## config.mk

```make
export PLATFORM = sky130hd
export DESIGN_NAME = branch_metric_sequencer
export DESIGN_NICKNAME = d
export VERILOG_FILES = /design/src/rtl/vit_pkg.sv /design/src/rtl/bm_unit.sv /design/src/rtl/branch_metric_sequencer.sv
export SDC_FILE = /design/constraint.sdc
export NUM_CORES = 1
export LEC_CHECK = 0
export BUFFER_PORTS_ARGS = -buffer_cell sky130_fd_sc_hd__buf_2
export CELL_PAD_IN_SITES_DETAIL_PLACEMENT = 0
export CELL_PAD_IN_SITES_GLOBAL_PLACEMENT = 1
export CORE_ASPECT_RATIO = 1.1
export CORE_MARGIN = 2
export CORE_UTILIZATION = 35
export DETAILED_ROUTE_END_ITERATION = 8
export GPL_TIMING_DRIVEN = 0
export PLACE_DENSITY = 0.82
export SYNTH_ARGS = -nofsm -noshare
export SYNTH_HDL_FRONTEND = slang
export SYNTH_SLANG_ARGS = --single-unit
```

## constraint.sdc

```tcl
create_clock -name clk -period 3 [get_ports clk]
set_input_delay 0.15 -clock clk [delete_from_list [all_inputs] [get_ports clk]]
set_output_delay 0.15 -clock clk [all_outputs]
set_load 0.05 [all_outputs]
```

## src/rtl/vit_pkg.sv

```systemverilog
// -----------------------------------------------------------------------------
// vit_pkg
// Shared definitions for the Viterbi front-end: symbol/metric widths, the
// rate-1/2 codeword hypotheses, the branch-metric sequencer FSM state type and
// the 2-bit hard-decision Hamming distance helper.
// -----------------------------------------------------------------------------
package vit_pkg;

   localparam int SYM_W     = 2;  // bits per received symbol pair
   localparam int BM_W      = 2;  // metric width, distance range 0..2
   localparam int NUM_PAIRS = 8;  // symbols per packet

   // Codeword hypotheses compared against every received pair
   localparam logic [SYM_W-1:0] H00 = 2'b00;
   localparam logic [SYM_W-1:0] H01 = 2'b01;
   localparam logic [SYM_W-1:0] H10 = 2'b10;
   localparam logic [SYM_W-1:0] H11 = 2'b11;

   typedef enum logic [2:0] {
      IDLE,
      STREAM,
      WAIT_DEC,
      RENEW,
      HOLD
   } state_t;

   // Hamming distance between a received pair and a hypothesis
   function automatic logic [BM_W-1:0] hamming2(input logic [SYM_W-1:0] sym,
                                               input logic [SYM_W-1:0] hyp);
      logic [SYM_W-1:0] diff;
      diff = sym ^ hyp;
      return {1'b0, diff[1]} + {1'b0, diff[0]};
   endfunction

endpackage

```

## src/rtl/bm_unit.sv

```systemverilog
// -----------------------------------------------------------------------------
// bm_unit
// Combinational hard-decision branch-metric unit: one received 2-bit pair in,
// its Hamming distance to each of the four codeword hypotheses out.
//
// Ports
//   sym    in  2  received symbol pair
//   bm_00  out 2  distance to hypothesis 00
//   bm_01  out 2  distance to hypothesis 01
//   bm_10  out 2  distance to hypothesis 10
//   bm_11  out 2  distance to hypothesis 11
// -----------------------------------------------------------------------------
module bm_unit
   import vit_pkg::*;
(
   input  logic [SYM_W-1:0] sym,
   output logic [BM_W-1:0]  bm_00,
   output logic [BM_W-1:0]  bm_01,
   output logic [BM_W-1:0]  bm_10,
   output logic [BM_W-1:0]  bm_11
);

   assign bm_00 = hamming2(sym, H00);
   assign bm_01 = hamming2(sym, H01);
   assign bm_10 = hamming2(sym, H10);
   assign bm_11 = hamming2(sym, H11);

endmodule

```

## src/rtl/branch_metric_sequencer.sv

```systemverilog
// -----------------------------------------------------------------------------
// branch_metric_sequencer
// Captures one 8-pair packet from the Viterbi input buffer, streams the pairs
// one per bm_valid/bm_ready handshake (bit_pair_7 first) together with their
// four hard-decision branch metrics, then pulses renew so the buffer can load
// its next packet. With RENEW_WAIT = 1 the renew waits for decode_done.
//
// Ports
//   clk                      in  1  system clock, rising edge
//   rst                      in  1  synchronous active-low reset
//   buf_valid                in  1  buffer presents an unconsumed packet
//   bit_pair_7..bit_pair_0   in  2  received pairs, bit_pair_7 first in time
//   bm_ready                 in  1  downstream ACS accepts current symbol
//   decode_done              in  1  traceback finished for current packet
//   bm_valid                 out 1  metric/symbol outputs valid
//   bm_00, bm_01, bm_10, bm_11 out 2 distance of current pair to hypothesis
//   sym_idx                  out 3  position of current pair, 0 = bit_pair_7
//   sym_first                out 1  first pair of the packet on the outputs
//   sym_last                 out 1  last pair of the packet on the outputs
//   renew                    out 1  one-cycle pulse: buffer may reload
//   busy                     out 1  high whenever the FSM is not IDLE
// -----------------------------------------------------------------------------
module branch_metric_sequencer
   import vit_pkg::*;
#(
   parameter int NUM_PAIRS  = vit_pkg::NUM_PAIRS,
   parameter bit RENEW_WAIT = 1'b1
)(
   input  logic             clk,
   input  logic             rst,
   input  logic             buf_valid,
   input  logic [SYM_W-1:0] bit_pair_7,
   input  logic [SYM_W-1:0] bit_pair_6,
   input  logic [SYM_W-1:0] bit_pair_5,
   input  logic [SYM_W-1:0] bit_pair_4,
   input  logic [SYM_W-1:0] bit_pair_3,
   input  logic [SYM_W-1:0] bit_pair_2,
   input  logic [SYM_W-1:0] bit_pair_1,
   input  logic [SYM_W-1:0] bit_pair_0,
   input  logic             bm_ready,
   input  logic             decode_done,
   output logic             bm_valid,
   output logic [BM_W-1:0]  bm_00,
   output logic [BM_W-1:0]  bm_01,
   output logic [BM_W-1:0]  bm_10,
   output logic [BM_W-1:0]  bm_11,
   output logic [2:0]       sym_idx,
   output logic             sym_first,
   output logic             sym_last,
   output logic             renew,
   output logic             busy
);

   localparam int         PKT_W    = SYM_W * NUM_PAIRS;
   localparam logic [2:0] LAST_IDX = 3'(NUM_PAIRS - 1);

   state_t             state;
   logic [PKT_W-1:0]   shadow;
   logic [2:0]         nxt_idx;
   logic [SYM_W-1:0]   load_sym;
   logic [BM_W-1:0]    m00, m01, m10, m11;

   assign nxt_idx = sym_idx + 3'd1;

   // Pair whose metrics get registered at the next edge: the incoming first
   // pair while idle, otherwise the shadow pair following the current one.
   always_comb begin
      // NOTE: assigning a default before the conditional keeps this block
      // purely combinational; a missing default would infer a latch.
      load_sym = bit_pair_7;
      if (state == STREAM) begin
         for (int i = 0; i < NUM_PAIRS; i++) begin
            if (nxt_idx == 3'(i)) load_sym = shadow[PKT_W-1-SYM_W*i -: SYM_W];
         end
      end
   end

   bm_unit u_bm_unit (
      .sym   (load_sym),
      .bm_00 (m00),
      .bm_01 (m01),
      .bm_10 (m10),
      .bm_11 (m11)
   );

   // NOTE: all sequential state uses non-blocking assignments so every
   // register samples the pre-edge values regardless of statement order.
   always_ff @(posedge clk) begin
      if (!rst) begin
         state     <= IDLE;
         // NOTE: the packet shadow is a data register but is still cleared on
         // reset so an abandoned packet can never be replayed afterwards.
         shadow    <= '0;
         sym_idx   <= '0;
         bm_valid  <= 1'b0;
         bm_00     <= '0;
         bm_01     <= '0;
         bm_10     <= '0;
         bm_11     <= '0;
         sym_first <= 1'b0;
         sym_last  <= 1'b0;
         renew     <= 1'b0;
         busy      <= 1'b0;
      end else begin
         renew <= 1'b0;
         case (state)
            IDLE: begin
               if (buf_valid) begin
                  shadow    <= {bit_pair_7, bit_pair_6, bit_pair_5, bit_pair_4,
                                bit_pair_3, bit_pair_2, bit_pair_1, bit_pair_0};
                  sym_idx   <= '0;
                  bm_valid  <= 1'b1;
                  sym_first <= 1'b1;
                  sym_last  <= 1'b0;
                  bm_00     <= m00;
                  bm_01     <= m01;
                  bm_10     <= m10;
                  bm_11     <= m11;
                  busy      <= 1'b1;
                  state     <= STREAM;
               end
            end
            STREAM: begin
               if (bm_ready) begin
                  if (sym_idx == LAST_IDX) begin
                     bm_valid  <= 1'b0;
                     sym_idx   <= '0;
                     sym_first <= 1'b0;
                     sym_last  <= 1'b0;
                     bm_00     <= '0;
                     bm_01     <= '0;
                     bm_10     <= '0;
                     bm_11     <= '0;
                     if (RENEW_WAIT) begin
                        state <= WAIT_DEC;
                     end else begin
                        state <= RENEW;
                        renew <= 1'b1;
                     end
                  end else begin
                     sym_idx   <= nxt_idx;
                     sym_first <= 1'b0;
                     sym_last  <= (nxt_idx == LAST_IDX);
                     bm_00     <= m00;
                     bm_01     <= m01;
                     bm_10     <= m10;
                     bm_11     <= m11;
                  end
               end
            end
            WAIT_DEC: begin
               // Only a decode_done observed here counts; one coinciding with
               // the last handshake arrived while still in STREAM.
               if (decode_done) begin
                  state <= RENEW;
                  renew <= 1'b1;
               end
            end
            RENEW: begin
               state <= HOLD;
            end
            HOLD: begin
               // The buffer may still show the old packet this cycle, so
               // buf_valid is not looked at until IDLE.
               state <= IDLE;
               busy  <= 1'b0;
            end
            default: begin
               state <= IDLE;
               busy  <= 1'b0;
            end
         endcase
      end
   end

endmodule

```

==> out/metrics.yaml, run 1 <==
status: "completed"
rows: 27
worstMarginPinSlew_ns: 0.660
initial_core_util: 0.358
yosys_most_used_dff: "dfxtp_1"
finalSetupViolations: 0
wl_um: 4160
fin_skew_ns: 0.00819
path_class: "reg2reg"
ys_async_sr_fraction: 0
drtIter0Drc: 67
hpwl_um: 3120
htreeDepth: 2
fmax_ghz: 0.372
globalRoute.totalOverflow: 0
p_per_area_nw_per_um2: 491
syn_nets: 245
max-vdd-ir-drop_v: 0.000218
fin_crit_sh: 0.897
clock_path_buffers: 2
p_leak_nw: 0.908
worst-path-max-fanout: 10
holdWs_ns: 0.0868
cts_tree: "built"
slew_headroom: 0.558
reg2reg_depth: 12
fin_area_um2: 2120
die-height_um: 78.8
die_area_um2: 5670
internal_power_mw: 0.709
vias_per_cell: 5.02
p_seq_frac: 0.463
ant_nets: 0
cts.sink_count: 33
tns_ns: 0
switching_power_mw: 0.330
place_area_um2: 2030
synth_cell_types: 38
syn_avg_cell_area_um2: 8.31
die_w_um: 72.0
final_max_slew_viol_count: 0
most-common-layout-cells: "nand2_1, buf_2, dfxtp_1"
maxCapViolCount: 0
core_um2: 4970
dr.pass1.iters: 4
drive_gt1_frac: 0.248
clkPwrFrac: 0.313
crit_top_cell: "ha_1"
final_common_cell: "nand2_1"
crit_path_end_kind: "flip-flop"
combPwrFrac: 0.224
grt_pass1_wl_um: 7190
synth_area_um2: 1780
start_kind: "flip-flop"
finalNetCount: 288
grt_pass1_vias: 1539
whs_path_depth: 3
fin_crit_ns: 2.69
track_usage: 0.163
critPathSlowestCell: "dfxtp_2"
crit_chain: "ha_1, ha_1, buf_2, a211oi_1, o21ai_0, a21oi_1, o21ai_0, a31o_2, ha_1, nand3b_1, o211ai_1, o211a_1"
hp-class: "in2reg"
finalHoldViolCount: 0
p_sw_frac: 0.318
grt_max_degree: 11
critPathMaxStageDelay_ns: 0.36
ys_warn_count: 0
antenna_found_initial: 0
seq_area_frac_synth: 0.372
drc_errors: 0
clk_latency_ns: 0.29
rsz0062_at_grt: "false"
arrival_ns: 2.87
critPathRequiredTime_ns: 3.18
synth_seq_cells: 33
area_delta_synth_final_pct: 19.0
cts-root-buf: "clkbuf_8"
io_pins: 37
synth_edf_count: 0
gp_congestion: 0.793
path_clk_slew_ns: 0.07
diodes: 0
vias: 1585
avgRoutedWirePerCell_um: 13.2
cts_buffers: 5
synthesis.instances: 214
numPortBuffers: 36
synth_stat cells (all sizes together) (5+ instances only):
cell type	n	area (um2)
buf	9	71.3
a21boi	24	180
nor2	6	22.5
ha	10	125
clkbuf	5	18.8
nand3	7	35.0
nor2b	7	43.8
o21ai	7	35.0
dfxtp	33	661
nand2	54	208
a21oi	14	81.3
inv	5	18.8
sequential cells by signal, summed over array words and instances (netlist names):
register,count
bm_00,1
bm_01,2
bm_10,1
bm_11,2
bm_valid,1
busy,1
renew,1
shadow,16
state,3
sym_first,1
sym_idx,3
sym_last,1
worst paths after layout:
kind | startpoint | endpoint | slack [ns]
min reg2reg | bm_11[1]$_SDFFE_PN0P_ | bm_11[1]$_SDFFE_PN0P_ | 0.44
max | sym_idx[0]$_SDFFE_PN0P_ | bm_11[0]$_SDFFE_PN0P_ | 0.31
max reg2reg | sym_idx[0]$_SDFFE_PN0P_ | bm_11[0]$_SDFFE_PN0P_ | 0.31
min | bit_pair_3[1] | shadow[7]$_SDFFE_PN0P_ | 0.09
metal layers:
| layer | up-vias | track usage | wire, um |
|---|---|---|---|
| li1 | 824 | - | - |
| met5 | - | 0 | 0 |
| met1 | 729 | 0.201 | 1990 |
| met4 | 0 | 0.0736 | 76 |
| met2 | 25 | 0.271 | 1970 |
| met3 | 7 | 0.0343 | 129 |
cells by family after synthesis:
| family | synth area share |
|---|---|
| flops | 0.372 |
| buf+inv | 0.0612 |
| fa+ha+maj | 0.0704 |
| simple gates | 0.260 |
| compound gates | 0.237 |
power by group through the flow:
stage / clock network [mW] / logic, mW / registers [mW]
floorplan: 0 / 0.134 / 0.528
global placement: 0 / 0.232 / 0.491
detailed placement: 0 / 0.234 / 0.491
CTS: 0.333 / 0.235 / 0.482
global route: 0.352 / 0.260 / 0.484
finish: 0.325 / 0.232 / 0.481
layout make-up:
| class | instances | area [um2] |
|---|---|---|
| fillers | 523 | 2850 |
| multi-input cells | 162 | 1010 |
| flip-flops and latches | 33 | 663 |
| repair buffers | 36 | 180 |
| plain buffers | 14 | 90.1 |
| clock buffers | 6 | 72.6 |
| well taps | 58 | 72.6 |
| inverters | 5 | 18.8 |
| clock inverters | 2 | 10.0 |
worst max-delay path: cells and delay by family (launching register included):
family,cells,cell delay [ns]
simple gates,1,0.09
compound gates,7,1.11
fa+ha+maj,3,0.83
buf+inv,1,0.20
flops,1,0.36
timing repair:
| action | in CTS | in global routing |
|---|---|---|
| hold buffers | 0 | 0 |
| resized for setup | 0 | 2 |
| setup buffers | 0 | 0 |
| hold endpoints to repair | 0 | 0 |
| endpoints found under the setup margin | 0 | 2 |
per-stage QoR:
stage	util	total power [mW]	instances	setup WS [ns]
floorplan	-	0.662	214	0.191
global placement	0.409	0.722	308	0.273
detailed placement	0.409	0.725	308	0.265
CTS	0.426	1.05	316	0.228
global route	0.426	1.10	316	0.00948
finish	0.426	1.04	316	0.308
No activity file was read; power rests on OpenSTA's default activity.
==> run 2: changes to the inputs <==
--- a/config.mk
+++ b/config.mk
@@ -13,7 +13,9 @@
 export CORE_UTILIZATION = 35
 export DETAILED_ROUTE_END_ITERATION = 8
 export GPL_TIMING_DRIVEN = 0
-export PLACE_DENSITY = 0.82
+export PLACE_DENSITY = 0.84
+export REMOVE_ABC_BUFFERS = 1
+export SETUP_SLACK_MARGIN = 0.5
 export SYNTH_ARGS = -nofsm -noshare
 export SYNTH_HDL_FRONTEND = slang
 export SYNTH_SLANG_ARGS = --single-unit
==> constraint.sdc (replaced) <==
create_clock -name clk -period 2.4 [get_ports clk]
set_input_delay 0.12 -clock clk [delete_from_list [all_inputs] [get_ports clk]]
set_output_delay 0.12 -clock clk [all_outputs]
set_load 0.05 [all_outputs]
==> run 2 against run 1 <==
Via count is 0.38% higher. Critical path type unchanged. Sequential power is 25% higher. Non-clock buffer count is 4 lower. The flow now finishes with violations (negative setup slack). Largest cell class unchanged.
==> out/metrics.yaml, run 2 (synthesis gave the netlist of run 1 again) <==
rows: 27  # unchanged
min_from: "bit_pair_2[0]"
drc_errors: 0  # unchanged
tns_ns: -0.0398  # -0.0398 ns
p_seq_frac: 0.456  # -0.007
slew_headroom: 0.709  # +0.151
avgRoutedWirePerCell_um: 12.7  # -3.4%
rr_endpoint: "bm_01[0]$_SDFFE_PN0P_"
rsz0062_at_grt: "true"
finalNetCount: 284  # -1.4%
crit_chain: "ha_4, ha_4, nor3b_4, o211ai_1, a21oi_1, o21ai_1, a31oi_2, ha_4, nand3b_1, o211ai_1, o211a_1"
critPathSlowestCell: "dfxtp_4"
critPathMaxStageDelay_ns: 0.37  # about the same
reg_top3: "shadow (16), state (3), sym_idx (3)"
path_clk_slew_ns: 0.07  # about the same
maxCapViolCount: 0  # unchanged
largest-register: "shadow"
fin_crit_ns: 2.43  # -0.264 ns
cts_tree: "built"
p_sw_frac: 0.318  # about the same
power_mw: 1.32  # +27%
drtIter0Drc: 72  # +7.5%
status: "complete, but fails checks"
path_class: "reg2reg"
largest_reg_flops: 16  # unchanged
initial_core_util: 0.358  # unchanged
rrSetupSlack_ns: -0.03  # -0.34 ns
clock_path_buffers: 2  # unchanged
numPortBuffers: 36  # unchanged
fmax_ghz: 0.412  # +11%
io_pins: 37  # unchanged
core_um2: 4970  # unchanged
most-common-layout-cells: "nand2_1, buf_2, dfxtp_1"
fin_area_um2: 2270  # +7.3%
track_usage: 0.150  # -0.0127
die_area_um2: 5670  # unchanged
grt_pass1_vias: 1510  # -1.9%
timing.rr.start: "sym_idx[1]$_SDFFE_PN0P_"
antenna_found_initial: 0  # unchanged
cts-hold-fix-buffers: 0  # unchanged
p_per_area_nw_per_um2: 582  # +19%
stdcell_count: 312  # -1.3%
final_util: 0.457  # +0.0312
finalHoldViolCount: 0  # unchanged
worstMarginPinSlew_ns: 0.437  # -0.224 ns
dr.pass1.iters: 5  # +1
place_area_um2: 1940  # -4.4%
globalRoute.totalOverflow: 0  # unchanged
ant_nets: 0  # unchanged
wl_um: 3970  # -4.6%
pre_cts_slack_ns: -0.486  # -0.751 ns
hpwl_um: 2620  # -16%
clkPwrFrac: 0.302  # -0.011
arrival_ns: 2.60  # -0.27 ns
internal_power_mw: 0.903  # +27%
worst-path-max-fanout: 5  # -5
critPathRequiredTime_ns: 2.57  # -0.61 ns
fin_skew_ns: 0.00588  # -0.00231 ns
max-vdd-ir-drop_v: 0.000258  # +18%
crit_path_end_kind: "flip-flop"
whs_path_depth: 3  # unchanged
gp_congestion: 0.795  # +0.24%
fin_crit_sh: 1.01  # +0.114
p_leak_nw: 0.918  # +1.1%
violations: "negative setup slack"
area_delta_synth_final_pct: 27.7
reg2reg_depth: 11  # -1
cts_buffers: 5  # unchanged
clk_latency_ns: 0.28  # about the same
holdWs_ns: 0.0702  # -0.0165 ns
vias: 1591  # +0.38%
cts.sink_count: 33  # unchanged
drive_gt1_frac: 0.335  # +0.0866
final_common_cell: "nand2_1"
vias_per_cell: 5.10  # +1.7%
htreeDepth: 2  # unchanged
hp-class: "in2reg"
die-height_um: 78.8  # unchanged
die_w_um: 72.0  # unchanged
setup_ws_ns: -0.0276  # -0.336 ns
grt_max_degree: 32  # +21
whs_endpoint: "shadow[4]$_SDFFE_PN0P_"
crit_top_cell: "ha_4"
dp_cells: 294  # -4.5%
finalSetupViolations: 2  # +2
switching_power_mw: 0.420  # +27%
cts-root-buf: "clkbuf_8"
combPwrFrac: 0.242  # +0.018
start_kind: "flip-flop"
grt_pass1_wl_um: 6660  # -7.4%
diodes: 0  # unchanged
final_max_slew_viol_count: 0  # unchanged
==> run 2: worst max-delay path: cells and delay by family (launching register included) <==
kind                     cells  cell delay, ns
AO/OA/AOI/OAI                6            0.97
flip-flops                   1            0.37
adder cells (fa/ha/maj)      3            0.69
AND/OR/NAND/NOR              2            0.27
==> run 2: final cells by class <==
| type | count | area [um2] |
|---|---|---|
| fill | 504 | 2700 |
| multi-input combinational | 162 | 1160 |
| sequential | 33 | 669 |
| timing repair buffer | 46 | 268 |
| clock buffer | 6 | 72.6 |
| tap | 58 | 72.6 |
| inverter | 5 | 18.8 |
| clock inverter | 2 | 10.0 |
==> run 2: worst max-delay path by stage <==
stage | from | to | slack [ns] | depth (start not counted)
after detailed placement | sym_idx[0]$_SDFFE_PN0P_ | bm_11[0]$_SDFFE_PN0P_ | -0.49 | 11
after floorplan | sym_idx[0]$_SDFFE_PN0P_ | bm_11[0]$_SDFFE_PN0P_ | -0.37 | 11
final | sym_idx[1]$_SDFFE_PN0P_ | bm_01[0]$_SDFFE_PN0P_ | -0.03 | 11
after global routing | sym_idx[1]$_SDFFE_PN0P_ | bm_11[0]$_SDFFE_PN0P_ | -0.13 | 11
after global placement | sym_idx[0]$_SDFFE_PN0P_ | bm_11[0]$_SDFFE_PN0P_ | -0.48 | 11
after CTS | sym_idx[1]$_SDFFE_PN0P_ | bm_11[0]$_SDFFE_PN0P_ | 0.03 | 11
==> run 2: power groups by stage <==
| stage | Sequential, mW | Clock (mW) | Combinational (mW) |
|---|---|---|---|
| 2_1_floorplan | 0.678 | 0 | 0.129 |
| 3_3_place_gp | 0.615 | 0 | 0.266 |
| 3_5_place_dp | 0.616 | 0 | 0.268 |
| 4_1_cts | 0.602 | 0.411 | 0.307 |
| 5_1_grt | 0.607 | 0.432 | 0.352 |
| 6_report | 0.603 | 0.400 | 0.320 |
==> run 2: timing repair <==
item                                    4_1_cts  5_1_grt
pin swaps                                    10        5
gates resized for setup                      23       10
endpoints found under the setup margin        8        7
setup buffers                                 9        1
cloned                                        0        0
==> run 2: per-layer routing <==
layer	global-route usage	vias to the layer above	share of wire
met5	0	-	0
met4	0.0698	0	0.018
met3	0.0457	5	0.039
met2	0.251	27	0.49
met1	0.175	743	0.45
li1	-	816	-
